--- src/rtl/unified_mem_arbiter_pkg.sv ---
// Shared encodings for the unified memory arbiter: FSM states and grant ids.
package unified_mem_arbiter_pkg;

  typedef enum logic [1:0] {
    ST_IDLE  = 2'd0,
    ST_MEM_I = 2'd1,
    ST_MEM_D = 2'd2,
    ST_RESP  = 2'd3
  } arb_state_e;

  localparam logic GNT_IF = 1'b0;
  localparam logic GNT_D  = 1'b1;

  localparam int STARVE_CNT_W = 4;

endpackage

--- src/rtl/unified_mem_arbiter_starve_counter.sv ---
// Saturating count of back-to-back data grants taken while a fetch was waiting.
module arb_starve_counter #(
  parameter int LIMIT = 4,
  parameter int CNT_W = 4
) (
  input  logic clk,
  input  logic reset,
  input  logic i_inc,
  input  logic i_clr,
  output logic o_at_limit
);

  logic [CNT_W-1:0] r_cnt;

  always_ff @(posedge clk) begin
    if (reset)
      r_cnt <= '0;
    else if (i_clr)
      r_cnt <= '0;
    else if (i_inc && (r_cnt != CNT_W'(LIMIT)))
      r_cnt <= r_cnt + 1'b1;
  end

  assign o_at_limit = (r_cnt == CNT_W'(LIMIT));

endmodule

--- src/rtl/unified_mem_arbiter.sv ---
// Single-port memory shared by instruction fetch and data load/store; data wins
// by default, a starvation limit forces a fetch grant after repeated data grants.
module unified_mem_arbiter
  import unified_mem_arbiter_pkg::*;
#(
  parameter int ADDR_W       = 32,
  parameter int DATA_W       = 32,
  parameter int STARVE_LIMIT = 4
) (
  input  logic              clk,
  input  logic              reset,
  input  logic              if_req,
  input  logic [ADDR_W-1:0] if_addr,
  output logic [DATA_W-1:0] if_rdata,
  output logic              if_ready,
  input  logic              d_rd,
  input  logic              d_wr,
  input  logic [ADDR_W-1:0] d_addr,
  input  logic [DATA_W-1:0] d_wdata,
  output logic [DATA_W-1:0] d_rdata,
  output logic              d_ready,
  output logic              mem_req,
  output logic              mem_we,
  output logic [ADDR_W-1:0] mem_addr,
  output logic [DATA_W-1:0] mem_wdata,
  input  logic [DATA_W-1:0] mem_rdata,
  input  logic              mem_ack
);

  arb_state_e r_state, w_next;
  logic       r_gnt;
  logic       w_grant_d, w_grant_i, w_at_limit, w_inc, w_clr, w_busy;

  arb_starve_counter #(.LIMIT(STARVE_LIMIT), .CNT_W(STARVE_CNT_W)) u_starve (
    .clk        (clk),
    .reset      (reset),
    .i_inc      (w_inc),
    .i_clr      (w_clr),
    .o_at_limit (w_at_limit)
  );

  always_ff @(posedge clk) begin
    if (reset) r_state <= ST_IDLE;
    else       r_state <= w_next;
  end

  always_comb begin
    w_next    = r_state;
    w_grant_d = 1'b0;
    w_grant_i = 1'b0;
    unique case (r_state)
      ST_IDLE: begin
        if ((d_rd || d_wr) && (!if_req || !w_at_limit)) begin
          w_grant_d = 1'b1;
          w_next    = ST_MEM_D;
        end else if (if_req) begin
          w_grant_i = 1'b1;
          w_next    = ST_MEM_I;
        end
      end
      ST_MEM_I, ST_MEM_D: if (mem_ack) w_next = ST_RESP;
      // Requests are deliberately not looked at here: a held request from the
      // port just served must not be re-granted.
      ST_RESP:  w_next = ST_IDLE;
      default:  w_next = ST_IDLE;
    endcase
  end

  assign w_inc    = w_grant_d && if_req;
  assign w_clr    = w_grant_i || (w_grant_d && !if_req);
  assign w_busy   = (r_state == ST_MEM_I) || (r_state == ST_MEM_D);
  assign if_ready = (r_state == ST_RESP) && (r_gnt == GNT_IF);
  assign d_ready  = (r_state == ST_RESP) && (r_gnt == GNT_D);

  always_ff @(posedge clk) begin
    if (reset) begin
      mem_req   <= 1'b0;
      mem_we    <= 1'b0;
      mem_addr  <= '0;
      mem_wdata <= '0;
      if_rdata  <= '0;
      d_rdata   <= '0;
      r_gnt     <= GNT_IF;
    end else begin
      if (w_grant_d || w_grant_i) begin
        mem_req   <= 1'b1;
        mem_we    <= w_grant_d && d_wr;
        mem_addr  <= w_grant_d ? d_addr : if_addr;
        mem_wdata <= d_wdata;
        r_gnt     <= w_grant_d ? GNT_D : GNT_IF;
      end
      if (w_busy && mem_ack) begin
        mem_req <= 1'b0;
        mem_we  <= 1'b0;
        if (r_state == ST_MEM_I) if_rdata <= mem_rdata;
        else if (!mem_we)        d_rdata  <= mem_rdata;
      end
    end
  end

endmodule

--- config.mk ---
export PLATFORM = sky130hd
export DESIGN_NAME = unified_mem_arbiter
export DESIGN_NICKNAME = d
export VERILOG_FILES = /design/src/rtl/unified_mem_arbiter_pkg.sv /design/src/rtl/unified_mem_arbiter_starve_counter.sv /design/src/rtl/unified_mem_arbiter.sv
export SDC_FILE = /design/constraint.sdc
export NUM_CORES = 1
export LEC_CHECK = 0
export BUFFER_PORTS_ARGS = -buffer_cell sky130_fd_sc_hd__buf_2
export CAP_MARGIN = 5
export CORE_ASPECT_RATIO = 0.5
export CORE_MARGIN = 3
export CORE_UTILIZATION = 50
export DETAILED_ROUTE_END_ITERATION = 12
export PLACE_DENSITY = 0.86
export SLEW_MARGIN = 20
export SYNTH_ARGS = -nofsm -noshare
export SYNTH_HDL_FRONTEND = slang
export SYNTH_SLANG_ARGS = --single-unit
--- constraint.sdc ---
create_clock -name clk -period 3.61 [get_ports clk]
set_input_delay 0.1805 -clock clk [delete_from_list [all_inputs] [get_ports clk]]
set_output_delay 0.1805 -clock clk [all_outputs]
set_load 0.02 [all_outputs]
# Word level (Yosys, flattened, before mapping)
# Cells that the tools add are included.
dict set report classes {
  mux 11
  n_addsub 1
  n_eq_ne 7
  n_reduce_logical 22
  bitwise_logic 3
}
# op count
set op_table {}
lappend op_table {{32-bit 2-to-1 mux} 1}
lappend op_table {{1-bit logical AND} 8}
lappend op_table {{1-bit 2-to-1 mux} 6}
lappend op_table {{2-bit 2-to-1 mux} 3}
lappend op_table {{2-bit case mux with 3 select lines} 1}
lappend op_table {{2-bit OR reduction} 3}
lappend op_table {{1-bit logical OR} 5}
lappend op_table {{4-bit by 1-bit adder with 4-bit output, second input constant} 1}
lappend op_table {{2-bit == test, second input constant} 2}
lappend op_table {{4-bit by 3-bit == test with 1-bit output, second input constant} 1}
lappend op_table {{4-bit by 3-bit != test with 1-bit output, second input constant} 1}
lappend op_table {{2-bit AND reduction} 2}
lappend op_table {{3-bit != test, second input constant} 1}
lappend op_table {{1-bit NOT} 3}
lappend op_table {{3-bit AND reduction} 1}
lappend op_table {{2-bit by 1-bit == test with 1-bit output, second input constant} 1}
lappend op_table {{1-bit logical NOT} 2}
lappend op_table {{2-bit logical NOT} 1}
lappend op_table {{2-bit != test, second input constant} 1}
dict set report totals {
  output_inout_bits 132
  input_bits 134
  register_bits 137
}

# Longest topological paths before layout
# Gate-level depths: netlist (run 1).
dict set report logic_depth {
  depth_word 9
  mapped_depth 8
}

# By module
# From an unflattened synthesis (run 1), not the netlist that was laid out.
dict set report hier_totals {
  cells_unflattened 670
  area_unflattened_um2 5380.2
}
# module cells_per_inst instances area_per_inst_um2 seq_area_each_um2
set modules_own_cells {}
lappend modules_own_cells {unified_mem_arbiter 645 1 5151.2 2662.6}
lappend modules_own_cells {arb_starve_counter 25 1 229.0 80.1}

# Worst setup path after synthesis (run 1)
# No wires, ideal clock.
dict set report synth_path {
  kind {reg-to-reg}
  startpoint {register r_state[0]}
  endpoint {register d_rdata[10]}
  path_stages_with_launch 9
  synth_period_minus_slack_ps 1621
  setup_time_ps 70
  t_required_ps 3540
  path_buffers 3
  arrival_time_ps 1551
  path_slack_ps 1989
  cell_sequence {dfxtp_1 > inv_1 > ha_1 > buf_2 > nand4bb_1 > clkbuf_1 > clkbuf_1 > nand2_1 > a21oi_1}
}
dict set report synth_via {
  elab_chain_cells 4
}
# item line
set synth_lines {}
lappend synth_lines {{start: declaration} unified_mem_arbiter.sv:30} ;# arb_state_e r_state, w_next;
lappend synth_lines {{start signal: assignment} unified_mem_arbiter.sv:44} ;# else r_state <= w_next;
lappend synth_lines {{2-bit by 1-bit == test with 1-bit output or 2-bit == test (tied branches)} {unified_mem_arbiter.sv:71, unified_mem_arbiter.sv:95}}
lappend synth_lines {{1-bit logical OR} unified_mem_arbiter.sv:71} ;# assign w_busy = (r_state == ST_MEM_I) || (r_state == ST_MEM_D);
lappend synth_lines {{1-bit logical AND} unified_mem_arbiter.sv:92} ;# if (w_busy && mem_ack) begin
lappend synth_lines {{3-bit AND reduction (no line) *} n/a}
lappend synth_lines {{end signal: assignment} unified_mem_arbiter.sv:96} ;# else if (!mem_we) d_rdata <= mem_rdata;
lappend synth_lines {{end: declaration} unified_mem_arbiter.sv:20} ;# output logic [DATA_W-1:0] d_rdata,
# Every way passes the cells marked *; elsewhere a longest branch is shown, timed or not.
# A chain may end at the register's enable or synchronous reset.

# Worst setup path after layout (run 1)
dict set report layout_path {
  startpoint {register r_state[0]}
  endpoint {register mem_addr[29]}
}
dict set report layout_via {
  elab_chain_cells 3
}
# item line
set layout_lines {}
lappend layout_lines {{2-bit logical NOT *} unified_mem_arbiter.sv:51} ;# unique case (r_state)
lappend layout_lines {{1-bit 2-to-1 mux} unified_mem_arbiter.sv:51}
lappend layout_lines {{32-bit 2-to-1 mux or 1-bit logical OR (tied branches)} {unified_mem_arbiter.sv:88, unified_mem_arbiter.sv:85}}
lappend layout_lines {{end signal: assignment} unified_mem_arbiter.sv:88} ;# mem_addr <= w_grant_d ? d_addr : if_addr;
lappend layout_lines {{end: declaration} unified_mem_arbiter.sv:24} ;# output logic [ADDR_W-1:0] mem_addr,
# Marks and branches as above.

==> impl_metrics.py, run 1 <==
metrics = {
    "timing": {
        "fmax_ghz": 0.4190,
        "tightest_slew_ns": 0.8497,
        "fin_hold_ws_ns": 0.01375,
        "finalHoldViolCount": 0,
        "drv_slew": 0,
        "finalCriticalPeriod_ns": 2.387,
        "finalSetupTns_ns": 0,
        "rsz0062_at_grt": "no",
        "setup_viol": 0,
        "slew_headroom": 0.4305,
        "fin_crit_sh": 0.6611,
        "clock_skew_ns": 0.01157,
    },
    "clock_network": {
        "htreeDepth": 4,
        "clk_path_buf_depth": 2,
        "cts.sinks": 137,
        "clockRootBuffer": "clkbuf_16",
        "cts_resized": 0,
        "post-cts-setup-buffers": 0,
        "cts_tree": "done",
        "clk_latency_ns": 0.40,
        "cts_buffers": 17,
        "ctsHoldBuffers": 0,
        "clkTransAtPathRegs_ns": 0.06,
    },
    "worst_setup_path": {
        "startpoint_type": "flip-flop",
        "critical_path.slowest_cell": "o31a_2",
        "cp_max_fo": 46,
        "critical_path_required_ns": 3.91,
        "path_cells": "inv_1, ha_1, o31a_2, buf_4, nor2_1, a311oi_1",
        "end_kind": "flip-flop",
        "critPathKind": "reg -> reg",
        "cpPeakStageDelay_ns": 0.77,
        "worst-endpoint-arrival_ns": 2.68,
    },
    "power_and_ir_drop": {
        "p_leak_nw": 3.353,
        "ir_worst_vdd_v": 0.0005150,
        "total_power_mw": 5.836,
        "power.density_nw_per_um2": 803.3,
    },
    "drt": {
        "antenna_left": 0,
        "avgViaCountPerCell": 5.269,
        "drt_wl_total_um": 15380,
        "drc": 0,
        "drt-wirelength-per-cell_um": 14.54,
        "drtIter0Drc": 339,
        "dr.pass1.iters": 5,
        "vias": 5575,
    },
    "status": {
        "status": "complete, no violations",
    },
    "logic_synthesis": {
        "ys_seq_area_frac": 0.5046,
        "synth.distinct_cells": 39,
        "syn_inst": 673,
        "avgSynthCellArea_um2": 8.076,
        "synth_edf_count": 0,
        "synthArstFlopShare": 0,
        "synth_seq_cells": 137,
        "yosys_warnings": 0,
        "syn_area_um2": 5435,
        "synth_ff_type": "dfxtp_1",
        "synth_nets": 812,
    },
    "floorplanning": {
        "start_util": 0.5221,
        "die_area_um2": 12230,
        "core-area_um2": 10410,
        "rows": 26,
        "pin_count": 266,
        "dieWidth_um": 153.4,
        "die_h_um": 79.73,
    },
    "place": {
        "dp_hpwl_um": 10850,
        "gp_congestion": 0.8080,
        "placed_area_um2": 6685,
        "io_buffers": 265,
        "dp_cells": 1027,
    },
    "finish": {
        "layoutNonFillerInstCount": 1058,
        "layout-drive-gt1-share": 0.3420,
        "nets": 1045,
        "design_area_um2": 7266,
        "n_antenna_cell": 0,
        "area_delta_synth_final_pct": 33.68,
    },
    "grt": {
        "grt_max_degree": 62,
        "antenna_found_initial": 0,
        "grt_pass1_wl_um": 24640,
        "grt_usage": 0.2430,
        "grt-ovfl-total": 0,
        "grt_pass1_vias": 5183,
    },
    "hold_path": {
        "hold_class": "in -> reg",
    },
    "job": {
        "timing.max_cap.violations": 0,
    },
}
final timing paths:
| path | start | to | slack [ns] | cells past startpoint |
|---|---|---|---|---|
| hold / removal | d_wdata[21] | mem_wdata[21] | 0.01 | 3 |
| setup / recovery | r_state[0] | mem_addr[29] | 1.22 | 6 |
| hold reg to reg | mem_wdata[2] | mem_wdata[2] | 0.45 | 2 |
| setup reg to reg | r_state[0] | mem_addr[29] | 1.22 | 6 |
sequential cells by signal, indices dropped and copies added, names as in the netlist:
register	flops
r_state	2
u_starve.r_cnt	4
if_rdata	32
mem_wdata	32
d_rdata	32
mem_addr	32
r_gnt	1
mem_req	1
mem_we	1
cell type report:
type                       count  area, µm²
tap                          140      175.2
clock inverter                14      150.1
fill                         883       3144
sequential                   137       2743
clock buffer                  17      425.4
timing repair buffer         275       1404
inverter                       6      22.52
multi-input combinational    469       2346
cells by family (layout without fill, tap and decap cells):
group / after synthesis / after routing / synth area share
and+or+nand+nor: 282 / 282 / 0.2157
buffers and inverters: 67 / 312 / 0.06538
AOI/OAI and AO/OA: 182 / 182 / 0.2028
adders and majority gates: 5 / 5 / 0.01151
DFF: 137 / 137 / 0.5046
synth_stat cells, types with 2 or more instances:
cell type | count | area (µm²)
nand2_1 | 195 | 732.0
dfxtp_1 | 137 | 2743
a21oi_1 | 99 | 495.5
nand3_1 | 36 | 180.2
nor2_1 | 36 | 135.1
a311oi_1 | 32 | 280.3
o21ai_0 | 31 | 155.2
buf_2 | 23 | 115.1
clkbuf_1 | 23 | 86.33
buf_6 | 7 | 78.83
inv_1 | 6 | 22.52
a211oi_1 | 5 | 37.54
buf_4 | 5 | 37.54
ha_1 | 5 | 62.56
o21ai_1 | 5 | 25.02
clkbuf_2 | 3 | 15.01
a32oi_1 | 2 | 17.52
nor4_1 | 2 | 12.51
critical path: cells and delay by family (launching register included):
kind                       cells  cell delay [ns]
AOI/OAI and AO/OA              2             1.03
buffers and inverters          2             0.44
adders and majority gates      1             0.39
DFF                            1             0.34
and+or+nand+nor                1             0.08
where the power goes:
group          total, mW  switching, mW  internal (mW)
clock network       1.68          0.662           1.02
registers           2.07          0.188           1.88
logic               2.09           1.41          0.679
through the flow:
step / setup WS, ns / util
floorplan: 1.989 / -
global placement: 1.375 / 0.6422
detailed placement: 1.248 / 0.6422
CTS: 1.232 / 0.6975
global route: 1.009 / 0.6980
finish: 1.224 / 0.6980
cells in the final DEF, fill, tap and decap left out, types with 2 or more instances in the layout:
master,Yosys,routed
a32oi_1,2,2
nand2_1,195,195
a311oi_1,32,32
nor4_1,2,2
a211oi_1,5,5
ha_1,5,5
a21oi_1,99,99
inv_6,0,2
nor2_1,36,35
clkbuf_16,0,17
clkinv_2,0,3
buf_2,23,264
o21ai_1,5,5
buf_4,5,11
bufinv_16,0,2
clkinv_4,0,4
nand3_1,36,36
inv_1,6,6
clkinvlp_4,0,3
o21ai_0,31,31
dfxtp_1,137,137
routing by layer:
metal,part of all wire,GRT usage
met2,0.49,0.4281
met1,0.41,0.2945
met3,0.071,0.05360
met5,0,0
met4,0.025,0.09427
(Power assumes the default switching activity.)
==> inputs of run 2 (changes only) <==
--- a/config.mk
+++ b/config.mk
@@ -9,9 +9,9 @@
 export CAP_MARGIN = 5
 export CORE_ASPECT_RATIO = 0.5
 export CORE_MARGIN = 3
-export CORE_UTILIZATION = 50
+export CORE_UTILIZATION = 46
 export DETAILED_ROUTE_END_ITERATION = 12
-export PLACE_DENSITY = 0.86
+export PLACE_DENSITY = 0.8
 export SLEW_MARGIN = 20
 export SYNTH_ARGS = -nofsm -noshare
 export SYNTH_HDL_FRONTEND = slang
==> constraint.sdc (replaced) <==
create_clock -name clk -period 2.3 [get_ports clk]
set_input_delay 0.115 -clock clk [delete_from_list [all_inputs] [get_ports clk]]
set_output_delay 0.115 -clock clk [all_outputs]
set_load 0.02 [all_outputs]
==> run 2 against run 1 <==
Against the previous run: sequential power grew 58%; sequential share of layout area shrank 6.2 points; global-route usage grew 3.6 points; die area grew 8.2%; core utilization grew 7.4 points; maximum frequency grew 18%; final cell count grew 14%; flip-flop and latch count is the same; first-iteration DRC count grew 53%; non-clock buffer count grew 123; final area grew 20%; clock skew shrank 0.0029 ns; critical path type unchanged; largest power group unchanged.
==> impl_metrics.py, run 2 (synthesis gave the netlist of run 1 again) <==
metrics = {
    "grt": {
        "grt_pass1_wl_um": 30950,
        "grt_max_degree": 65,
        "antenna_found_initial": 0,
        "grt_pass1_vias": 6250,
        "grt-ovfl-total": 0,
        "grt_usage": 0.2795,
    },
    "timing": {
        "setup_viol": 0,
        "clock_skew_ns": 0.008646,
        "fin_ws_ns": 0.2816,
        "rsz0062_at_grt": "no",
        "finalCriticalPeriod_ns": 2.018,
        "drv_slew": 0,
        "fmax_ghz": 0.4954,
        "finalHoldViolCount": 0,
        "fin_crit_sh": 0.8776,
        "tightest_slew_ns": 0.6007,
        "slew_headroom": 0.5996,
        "finalSetupTns_ns": 0,
    },
    "drt": {
        "avgViaCountPerCell": 5.254,
        "antenna_left": 0,
        "vias": 6310,
        "drt_wl_total_um": 19060,
        "drt-wirelength-per-cell_um": 15.87,
        "dr.pass1.iters": 4,
        "drtIter0Drc": 517,
        "drc": 0,
    },
    "worst_setup_path": {
        "r2r-end": "mem_addr[25]",
        "r2r_cells": 5,
        "ff2ff_setup_slack_ns": 0.28,
        "critPathKind": "reg -> reg",
        "worst-endpoint-arrival_ns": 2.30,
        "path_cells": "inv_1, ha_1, and4b_2, o21ai_0, a311oi_1",
        "critical_path_required_ns": 2.58,
        "cpPeakStageDelay_ns": 0.63,
        "r2r_start": "u_starve.r_cnt[0]",
        "cp-startpoint": "u_starve.r_cnt[0]",
        "startpoint_type": "flip-flop",
        "end_kind": "flip-flop",
        "critical_path.slowest_cell": "and4b_2",
        "cp_max_fo": 33,
    },
    "floorplanning": {
        "rows": 27,
        "start_util": 0.4831,
        "die_area_um2": 13230,
        "die_h_um": 82.86,
        "pin_count": 266,
        "core-area_um2": 11250,
        "dieWidth_um": 159.7,
    },
    "power_and_ir_drop": {
        "p_leak_nw": 3.944,
        "total_power_mw": 10.08,
        "ir_worst_vdd_v": 0.0005876,
        "power.density_nw_per_um2": 1160,
    },
    "finish": {
        "nFillCells": 758,
        "final_common_cell": "buf_2",
        "final_util": 0.7724,
        "area_delta_synth_final_pct": 59.88,
        "n_antenna_cell": 0,
        "nets": 1168,
        "layout-drive-gt1-share": 0.3052,
        "most-common-layout-cells": "buf_2, nand2_1, dfxtp_1",
    },
    "hold_path": {
        "hold-path-cell-count": 3,
        "worstHoldStart": "d_addr[2]",
        "holdPathEnd": "mem_addr[2]",
        "hold_class": "in -> reg",
    },
    "status": {
        "status": "complete, no violations",
    },
    "clock_network": {
        "clockRootBuffer": "clkbuf_16",
        "post-cts-setup-buffers": 0,
        "cts_buffers": 17,
        "clkTransAtPathRegs_ns": 0.06,
        "cts.sinks": 137,
        "cts_tree": "done",
        "htreeDepth": 4,
        "ctsHoldBuffers": 120,
        "cts_resized": 0,
        "clk_latency_ns": 0.40,
        "clk_path_buf_depth": 2,
    },
    "job": {
        "timing.max_cap.violations": 0,
    },
    "place": {
        "place_ws_ns": 0.4119,
        "dp_hpwl_um": 10900,
        "io_buffers": 265,
        "gp_congestion": 0.8328,
    },
}
-- run 2: changes by cell type in the layout (fill, tap and decap cells not counted) --
cell,before,now
buf_4,11,10
buf_12,0,4
dlygate4sd3_1,0,120
bufinv_16,2,7
nor2_4,1,0
clkinv_2,3,0
clkinv_4,4,2
clkbuf_8,0,1
nor2_2,0,1
-- run 2: worst max-delay path by stage --
stage	slack, ns	to
final	0.28	mem_addr[25]
after global placement	0.56	mem_addr[0]
after CTS	0.39	mem_addr[2]
after global routing	0.13	mem_addr[25]
after detailed placement	0.41	mem_addr[2]
after floorplan	0.68	d_rdata[10]
-- run 2: area by class of cell --
class	instances	area, µm²	area share
Clock buffer	18	439.2	0.05054
Timing Repair Buffer	398	2678	0.3081
Multi-Input combinational cell	469	2341	0.2694
Inverter	6	22.52	0.002592
Tap cell	159	198.9	0.02289
Clock inverter	14	267.8	0.03081
Sequential cell	137	2743	0.3156
-- run 2: critical path: cells and delay by family, from the launching register on --
family | cells | cell delay [ns]
flops | 1 | 0.33
compound gates | 2 | 0.58
fa+ha+maj | 1 | 0.24
simple gates | 1 | 0.63
buf+inv | 1 | 0.09
-- run 2: where the power goes --
group,switching (mW),internal [mW]
clock,1.04,2.18
combinational,2.34,1.24
sequential,0.316,2.96
-- run 2: per-layer routing --
layer	track usage	up-vias	part of all wire
li1	-	3016	-
met1	0.3176	2911	0.38
met2	0.4901	314	0.51
met3	0.06826	69	0.073
met4	0.1446	0	0.041
met5	0	-	0
-- run 2: through the flow --
stage                     instances  cell area, µm²  hold slack (ns)
final                          1201            8690          0.01686
after global routing           1201            8690          0.01584
after CTS                      1201            8690         0.003277
after detailed placement       1049            6782           0.3616
after global placement         1049            6782           0.3536
after floorplan                 673            5435           0.2141
